[config.mk]
export PLATFORM = sky130hd
export DESIGN_NAME = mcpu6bit_ctrl
export DESIGN_NICKNAME = d
export VERILOG_FILES = /design/src/rtl/mcpu6bit_ctrl.sv
export SDC_FILE = /design/constraint.sdc
export NUM_CORES = 1
export LEC_CHECK = 0
export CORE_MARGIN = 2
export CORE_UTILIZATION = 60
export CTS_BUF_LIST = sky130_fd_sc_hd__clkbuf_4 sky130_fd_sc_hd__clkbuf_8
export CTS_CLUSTER_DIAMETER = 30
export DETAILED_ROUTE_END_ITERATION = 10
export DONT_BUFFER_PORTS = 1
export PLACE_DENSITY = 0.84
export SLEW_MARGIN = 20
export SYNTH_ARGS = -nofsm -noshare
export SYNTH_HDL_FRONTEND = slang
export SYNTH_SLANG_ARGS = --single-unit
[constraint.sdc]
create_clock -name clk -period 3.15 [get_ports clk]
set_input_delay 0.63 -clock clk [delete_from_list [all_inputs] [get_ports clk]]
set_output_delay 0.63 -clock clk [all_outputs]
set_load 0.02 [all_outputs]
[src/rtl/mcpu6bit_ctrl.sv]
// Run controller and memory arbiter for the 6-bit accumulator CPU.
// Owns the 16x6 memory and shares it between the CPU and the host load/dump port.
module mcpu6bit_ctrl #(
    parameter int unsigned MAX_CYCLES = 255
) (
    input  logic       clk,
    input  logic       rst,
    input  logic       cmd_valid,
    input  logic [1:0] cmd,
    output logic       cmd_ready,
    input  logic       ld_valid,
    input  logic [5:0] ld_data,
    output logic       ld_ready,
    output logic       rd_valid,
    output logic [5:0] rd_data,
    input  logic       rd_ready,
    input  logic       brk_en,
    input  logic [3:0] brk_addr,
    output logic       cpu_rst_n,
    output logic       cpu_ce,
    input  logic       cpu_fetch,
    input  logic [3:0] cpu_addr,
    input  logic [5:0] cpu_dout,
    input  logic       cpu_we_n,
    output logic [5:0] cpu_din,
    output logic       running,
    output logic       halted,
    output logic       brk_hit,
    output logic       timeout
);

    typedef enum logic [2:0] {StIdle, StLoad, StRun, StStep, StHalt, StDump} state_e;

    localparam logic [1:0] CmdLoad = 2'b00;
    localparam logic [1:0] CmdRun  = 2'b01;
    localparam logic [1:0] CmdStep = 2'b10;
    localparam logic [1:0] CmdDump = 2'b11;
    localparam logic [7:0] WdLast  = 8'(MAX_CYCLES - 1);
    localparam bit         WdEn    = (MAX_CYCLES != 0);

    state_e     state_q, state_d;
    logic [3:0] ptr_q, ptr_d;
    logic [7:0] cnt_q, cnt_d;
    logic       brk_hit_q, brk_hit_d;
    logic       timeout_q, timeout_d;
    logic       dump_halt_q, dump_halt_d;
    logic       skip_brk_q, skip_brk_d;
    logic [5:0] mem_q [16];

    logic cmd_acc, brk_fire, wd_fire, ld_we;

    assign cmd_ready = (state_q == StIdle) || (state_q == StHalt);
    assign cmd_acc   = cmd_valid && cmd_ready;
    assign ld_ready  = (state_q == StLoad);
    assign rd_valid  = (state_q == StDump);
    assign rd_data   = rd_valid ? mem_q[ptr_q] : '0;
    assign cpu_din   = mem_q[cpu_addr];
    assign running   = (state_q == StRun) || (state_q == StStep);
    assign halted    = (state_q == StHalt);
    assign brk_hit   = brk_hit_q;
    assign timeout   = timeout_q;

    // The CPU sits in reset until it has been run or stepped at least once.
    assign cpu_rst_n = !((state_q == StIdle) || (state_q == StLoad) ||
                         ((state_q == StDump) && !dump_halt_q));

    // Break gates the enable combinationally so the fetch at brk_addr never happens.
    assign brk_fire = (state_q == StRun) && !skip_brk_q && brk_en && cpu_fetch &&
                      (cpu_addr == brk_addr);
    assign cpu_ce   = ((state_q == StRun) && !brk_fire) || (state_q == StStep);
    assign wd_fire  = WdEn && (state_q == StRun) && cpu_ce && (cnt_q == WdLast);

    always_comb begin
        state_d     = state_q;
        ptr_d       = ptr_q;
        cnt_d       = cnt_q;
        brk_hit_d   = brk_hit_q;
        timeout_d   = timeout_q;
        dump_halt_d = dump_halt_q;
        skip_brk_d  = skip_brk_q;
        ld_we       = 1'b0;
        case (state_q)
            StIdle, StHalt: begin
                if (cmd_acc) begin
                    unique case (cmd)
                        CmdLoad: begin
                            if (state_q == StIdle) begin
                                state_d = StLoad;
                                ptr_d   = '0;
                            end
                        end
                        CmdRun: begin
                            state_d    = StRun;
                            cnt_d      = '0;
                            brk_hit_d  = 1'b0;
                            timeout_d  = 1'b0;
                            skip_brk_d = (state_q == StHalt);
                        end
                        CmdStep: begin
                            state_d   = StStep;
                            brk_hit_d = 1'b0;
                            timeout_d = 1'b0;
                        end
                        CmdDump: begin
                            state_d     = StDump;
                            ptr_d       = '0;
                            dump_halt_d = (state_q == StHalt);
                        end
                    endcase
                end
            end
            StLoad: begin
                if (ld_valid) begin
                    ld_we = 1'b1;
                    ptr_d = ptr_q + 4'd1;
                    if (ptr_q == 4'hf) state_d = StIdle;
                end
            end
            StRun: begin
                skip_brk_d = 1'b0;
                if (brk_fire) begin
                    state_d   = StHalt;
                    brk_hit_d = 1'b1;
                end else if (wd_fire) begin
                    state_d   = StHalt;
                    timeout_d = 1'b1;
                end
            end
            StStep: state_d = StHalt;
            StDump: begin
                if (rd_ready) begin
                    ptr_d = ptr_q + 4'd1;
                    if (ptr_q == 4'hf) state_d = dump_halt_q ? StHalt : StIdle;
                end
            end
            default: state_d = StIdle;
        endcase
        if (cpu_ce) cnt_d = cnt_q + 8'd1;
    end

    always_ff @(posedge clk) begin
        if (rst) begin
            state_q     <= StIdle;
            ptr_q       <= '0;
            cnt_q       <= '0;
            brk_hit_q   <= 1'b0;
            timeout_q   <= 1'b0;
            dump_halt_q <= 1'b0;
            skip_brk_q  <= 1'b0;
        end else begin
            state_q     <= state_d;
            ptr_q       <= ptr_d;
            cnt_q       <= cnt_d;
            brk_hit_q   <= brk_hit_d;
            timeout_q   <= timeout_d;
            dump_halt_q <= dump_halt_d;
            skip_brk_q  <= skip_brk_d;
        end
    end

    // Host loads only while the CPU is held in reset, so the two writers never collide.
    always_ff @(posedge clk) begin
        if (rst) begin
            for (int i = 0; i < 16; i++) mem_q[i] <= '0;
        end else if (ld_we) begin
            mem_q[ptr_q] <= ld_data;
        end else if (cpu_ce && !cpu_we_n) begin
            mem_q[cpu_addr] <= cpu_dout;
        end
    end

endmodule

# Word level (Yosys, flattened, before mapping)
# Memories as Yosys holds them, arrays and structs flattened. A register that Yosys moved wholly into a read port is not among the register bits.
# Index checks and enable logic that the tools add are counted.
totals:
  output_inout_bits: 21
  word_cells: 123
  ram_bits: 96
  n_memories: 1
  regBits: 19
op_classes:
  muxes: 51
  reduce_logical: 38
  add_sub_neg: 2
  eq_ne: 24
memory_table:
  columns: ["memory", "words", "width", "rd", "rd_clocked_by_memory_dff", "write_ports", "line_no", "text"]
  rows:
  - ["mem_q", 16, 6, 2, 1, 16, "48", "logic [5:0] mem_q [16];"]
ops:
  columns: ["op", "count"]
  rows:
  - ["4-bit two-way mux", 8]
  - ["8-bit two-way mux", 4]
  - ["3-bit two-way mux", 9]
  - ["1-bit two-way mux", 20]
  - ["6-bit two-way mux", 3]
  - ["3-bit case mux with 5 select lines", 1]
  - ["2-bit != test (second input constant)", 6]
  - ["3-bit case mux with 4 select lines", 1]
  - ["4-bit case mux with 3 select lines", 1]
  - ["6-bit OR reduction", 2]
  - ["1-bit logical AND", 10]
  - ["3-bit AND reduction", 3]
  - ["8-bit by 1-bit adder with 8-bit output (second input constant)", 1]
  - ["8-bit equality test (second input constant)", 1]
  - ["2-bit by 1-bit != test with 1-bit output (second input constant)", 4]
  - ["4-bit case mux with 2 select lines", 1]
  - ["2-bit nonzero test", 4]
  - ["7-bit AND reduction", 1]
  - ["3-bit by 2-bit equality test with 1-bit output (second input constant)", 2]
  - ["3-bit equality test (second input constant)", 2]
  - ["3-bit != test (second input constant)", 2]
  - ["1-bit case mux with 2 select lines", 3]
  - ["6-bit AND reduction", 1]
  - ["1-bit logical NOT", 5]
  - ["14 further kinds", 20]

# Depth between registers and ports, before layout
logic_depth:
  ltp_word: 15
  ltp_mapped: 9
  ltp_nobuf: 7

# Worst setup path before layout
# Ideal clock, no wire load.
synth_path:
  kind: "input -> output"
  from: "input cpu_addr[0]"
  to: "output cpu_din[0]"
  required_time_ps: 2520
  setup_slack_ps: 295
  cell_stages: 4
  n_path_buf: 2
  arrival_time_ps: 2225
  cell_sequence: "buf_2 buf_2 mux4_2 mux4_2"
synth_via:
  elab_chain_cells: 1
synth_rtl:
  columns: ["item", "line_no", "text"]
  rows:
  - ["start, declared", "22", "input logic [3:0] cpu_addr,"]
  - ["memory read 16 x 6 bit", null, null]
  - ["end, declared", "25", "output logic [5:0] cpu_din,"]
# No other way between the ends.

==> results by group <==
Status
  – Status: finished with violations
  – Failing checks: design-rule violations

STA
  – Worst Skew: roughly 15 ps
  – Max-slew headroom: about half
  – Fmax: 331.7 MHz
  – Max-slew violation count: 0
  – RSZ-0062 raised after global routing: no
  – Minimum clock period: 3015 ps
  – WHS: roughly 250 ps
  – Final period utilization: a little over nine tenths
  – Worst-Margin Slew: 744.8 ps
  – Final setup viols: 0
  – Setup_tns: 0 ps
  – Final Hold Vio Count: 0
  – PnR worst setup slack: roughly 140 ps

Detailed routing
  – Detailed-route via count: 4919
  – Routed WL: between 15 and 20 mm
  – WL/cell: approximately 25 um
  – Detail Route Antenna Nets: 0
  – Remaining DRCs: 2
  – Initial DRC Count: a little over 700
  – Drt pass-1 iters: 9
  – Vias per inst: around 7.0

Clocking
  – Clock latency at the later pin of the worst-skew pair: about 450 ps
  – Max clock buf depth: 2
  – TritonCTS clock tree: built
  – Cts repair resizes: 0
  – Cts bufs inserted: 17
  – # H-tree levels: 4
  – Post-CTS Setup Inserts: 0
  – Hold_buf cts: 0
  – CTS root buffer: clkbuf_8
  – Clk slew on worst S/H paths: 80 ps
  – Sink Count: 119

Logic synthesis
  – Synth area leader: edfxtp_1
  – Number of synthesized flops with an enable pin: 96
  – Main synth FF type: edfxtp_1
  – Syn Area/Cell: roughly 12 um2
  – YS warnings: 0
  – Post-synth top cells: nor2_1, edfxtp_1, mux4_2
  – Syn_nets: 576
  – Syn Std Cell Area: between 6000 and 7000 um2
  – Flops & latches, synth: between 100 and 150
  – Sequential share of the synthesized area: between 40% and 50%
  – Synth unique cells: 55
  – Syn Inst Count: between 500 and 600
  – Largest cells by area after synthesis: edfxtp_1, mux4_2, dfxtp_1
  – Most frequent cell after synthesis: nor2_1
  – Share of the synthesized area in the top cell type: between 40% and 50%
  – Fraction of synthesis flops using an asynchronous set or reset pin: 0%

Placement
  – Pre-CTS setup slack: 295.6 ps
  – Final GP Congestion: approximately 0.88
  – DP Wirelength: around 12 mm
  – Number of cells after detailed placement: approximately 670
  – Input/output buffers: 0
  – Placed Area: 6922 um2

Power and ir drop
  – Pwr/cell area: between 500 and 600 nW/um2
  – Lkg Pwr: between 2 and 2.5 nW
  – Worst vdd ir: about 350 uV

Global routing
  – Vias in the first global route: roughly 4800
  – Largest net degree at the start of global routing: between 40 and 50
  – Initial antenna violation count: 0
  – GR Util All Layers: a little under a third
  – First-pass GRT wire length: between 20 and 30 mm
  – Grt ovf: 0

Layout
  – Fin cells: 700
  – Total Nets Final: about 580
  – Share of cells above drive strength 1: 23.93%
  – Diode count: 0
  – P&R area growth vs syn: 9.245%
  – Final instance area: approximately 7300 um2

Floorplanning
  – Rows: 38
  – Die Y: about 110 um
  – Die Span X: 109.7 um
  – IO Pins: between 50 and 60
  – DIE AREA: about 12000 um2
  – Core area: 10890 um2
  – Initial Util: between 60 and 70%

Critical path
  – Worst setup path category: register to output port
  – CP Data Arrival Time: about 2400 ps
  – Crit end category: output port
  – CP Data Required Time: 2520 ps
  – CP startpoint kind: register
  – CP Max Fanout: 24

Flow run
  – Max-Cap Viols: 0

Worst hold path
  – Worst min path class: input pin to register
[report_power, final]
| group | switching (mW) | total, mW | internal [mW] |
|---|---|---|---|
| combinational | 0.297 | 0.519 | 0.223 |
| sequential | 0.0488 | 1.80 | 1.75 |
| clock | 0.675 | 1.39 | 0.716 |
| total | 1.02 | 3.71 | 2.69 |
[flip-flops by register name, summed over array words and instances, names as in the netlist, named ones only]
| register | count |
|---|---|
| mem_q | 96 |
| cnt_q | 8 |
| ptr_q | 4 |
| state_q | 3 |
| brk_hit | 1 |
| dump_halt_q | 1 |
| skip_brk_q | 1 |
| timeout | 1 |
[layer usage]
metal,vias up,track usage (%),wire (um)
met4,0,12.12,719
met1,2382,39.73,6190
li1,2092,-,-
met2,378,51.41,8707
met3,67,9.662,2111
met5,-,0,0
[layout by cell type (no fill, tap or decap), drive strengths merged, types with 4 or more instances in the layout]
cell type,netlist,layout
nand3b,6,6
edfxtp,96,96
a21oi,18,18
mux2i,11,11
and2,8,8
o21ai,13,13
nand3,13,13
nand2b,16,16
inv,9,11
nor2,119,119
clkbuf,20,18
a31oi,12,12
o21bai,4,4
nor3b,7,7
xor2,4,4
ha,6,6
clkinv,0,8
a22oi,5,5
a211oi,9,9
nor3,5,5
buf,22,30
mux4,60,60
dfxtp,23,23
nand2,13,13
[final timing paths]
kind | slack, ps | start | endpoint | cells past startpoint
max | 140 | register | rd_data[1] | 4
min | 250 | rst | cnt_q[0]$_SDFFE_PP0P_ | 1
max reg2reg | 210 | state_q[1]$_SDFFE_PP0P_ | mem_q[4][0]$_SDFFCE_PN0P_ | 6
min reg2reg | 480 | cnt_q[5]$_SDFFE_PP0P_ | cnt_q[5]$_SDFFE_PP0P_ | 1
[through the flow]
stage               total power, mW  utilization [%]
floorplan                     2.232                -
detailed placement            2.348            63.57
global placement              2.325            63.57
CTS                           3.699            67.18
global route                  3.824            67.21
finish                        3.712            67.21
[layout make-up]
cell class	count	area (um2)
fillers	771	3570
flip-flops and latches	119	3343
well taps	140	175.2
clock buffers	18	241.5
inverters	9	33.78
clock inverters	14	151.4
multi-input cells	370	3136
repair buffers	30	237.7
[worst max-delay path, cell delays in order (launching register included)]
cell and delay (ps):
dfxtp_1 360, buf_12 230, mux4_2 600, mux4_2 480, and2_1 260
[kinds of logic after synthesis]
kind of cell,Yosys count,share of synthesized area [%]
AND/OR/NAND/NOR,206,14.85
XOR/XNOR,5,0.6537
adder cells (fa/ha/maj),6,1.121
multiplexers,74,22.32
flip-flops,119,49.91
buffers and inverters,51,3.343
AO/OA/AOI/OAI,79,7.808
No activity file was read; power rests on OpenSTA's default activity.
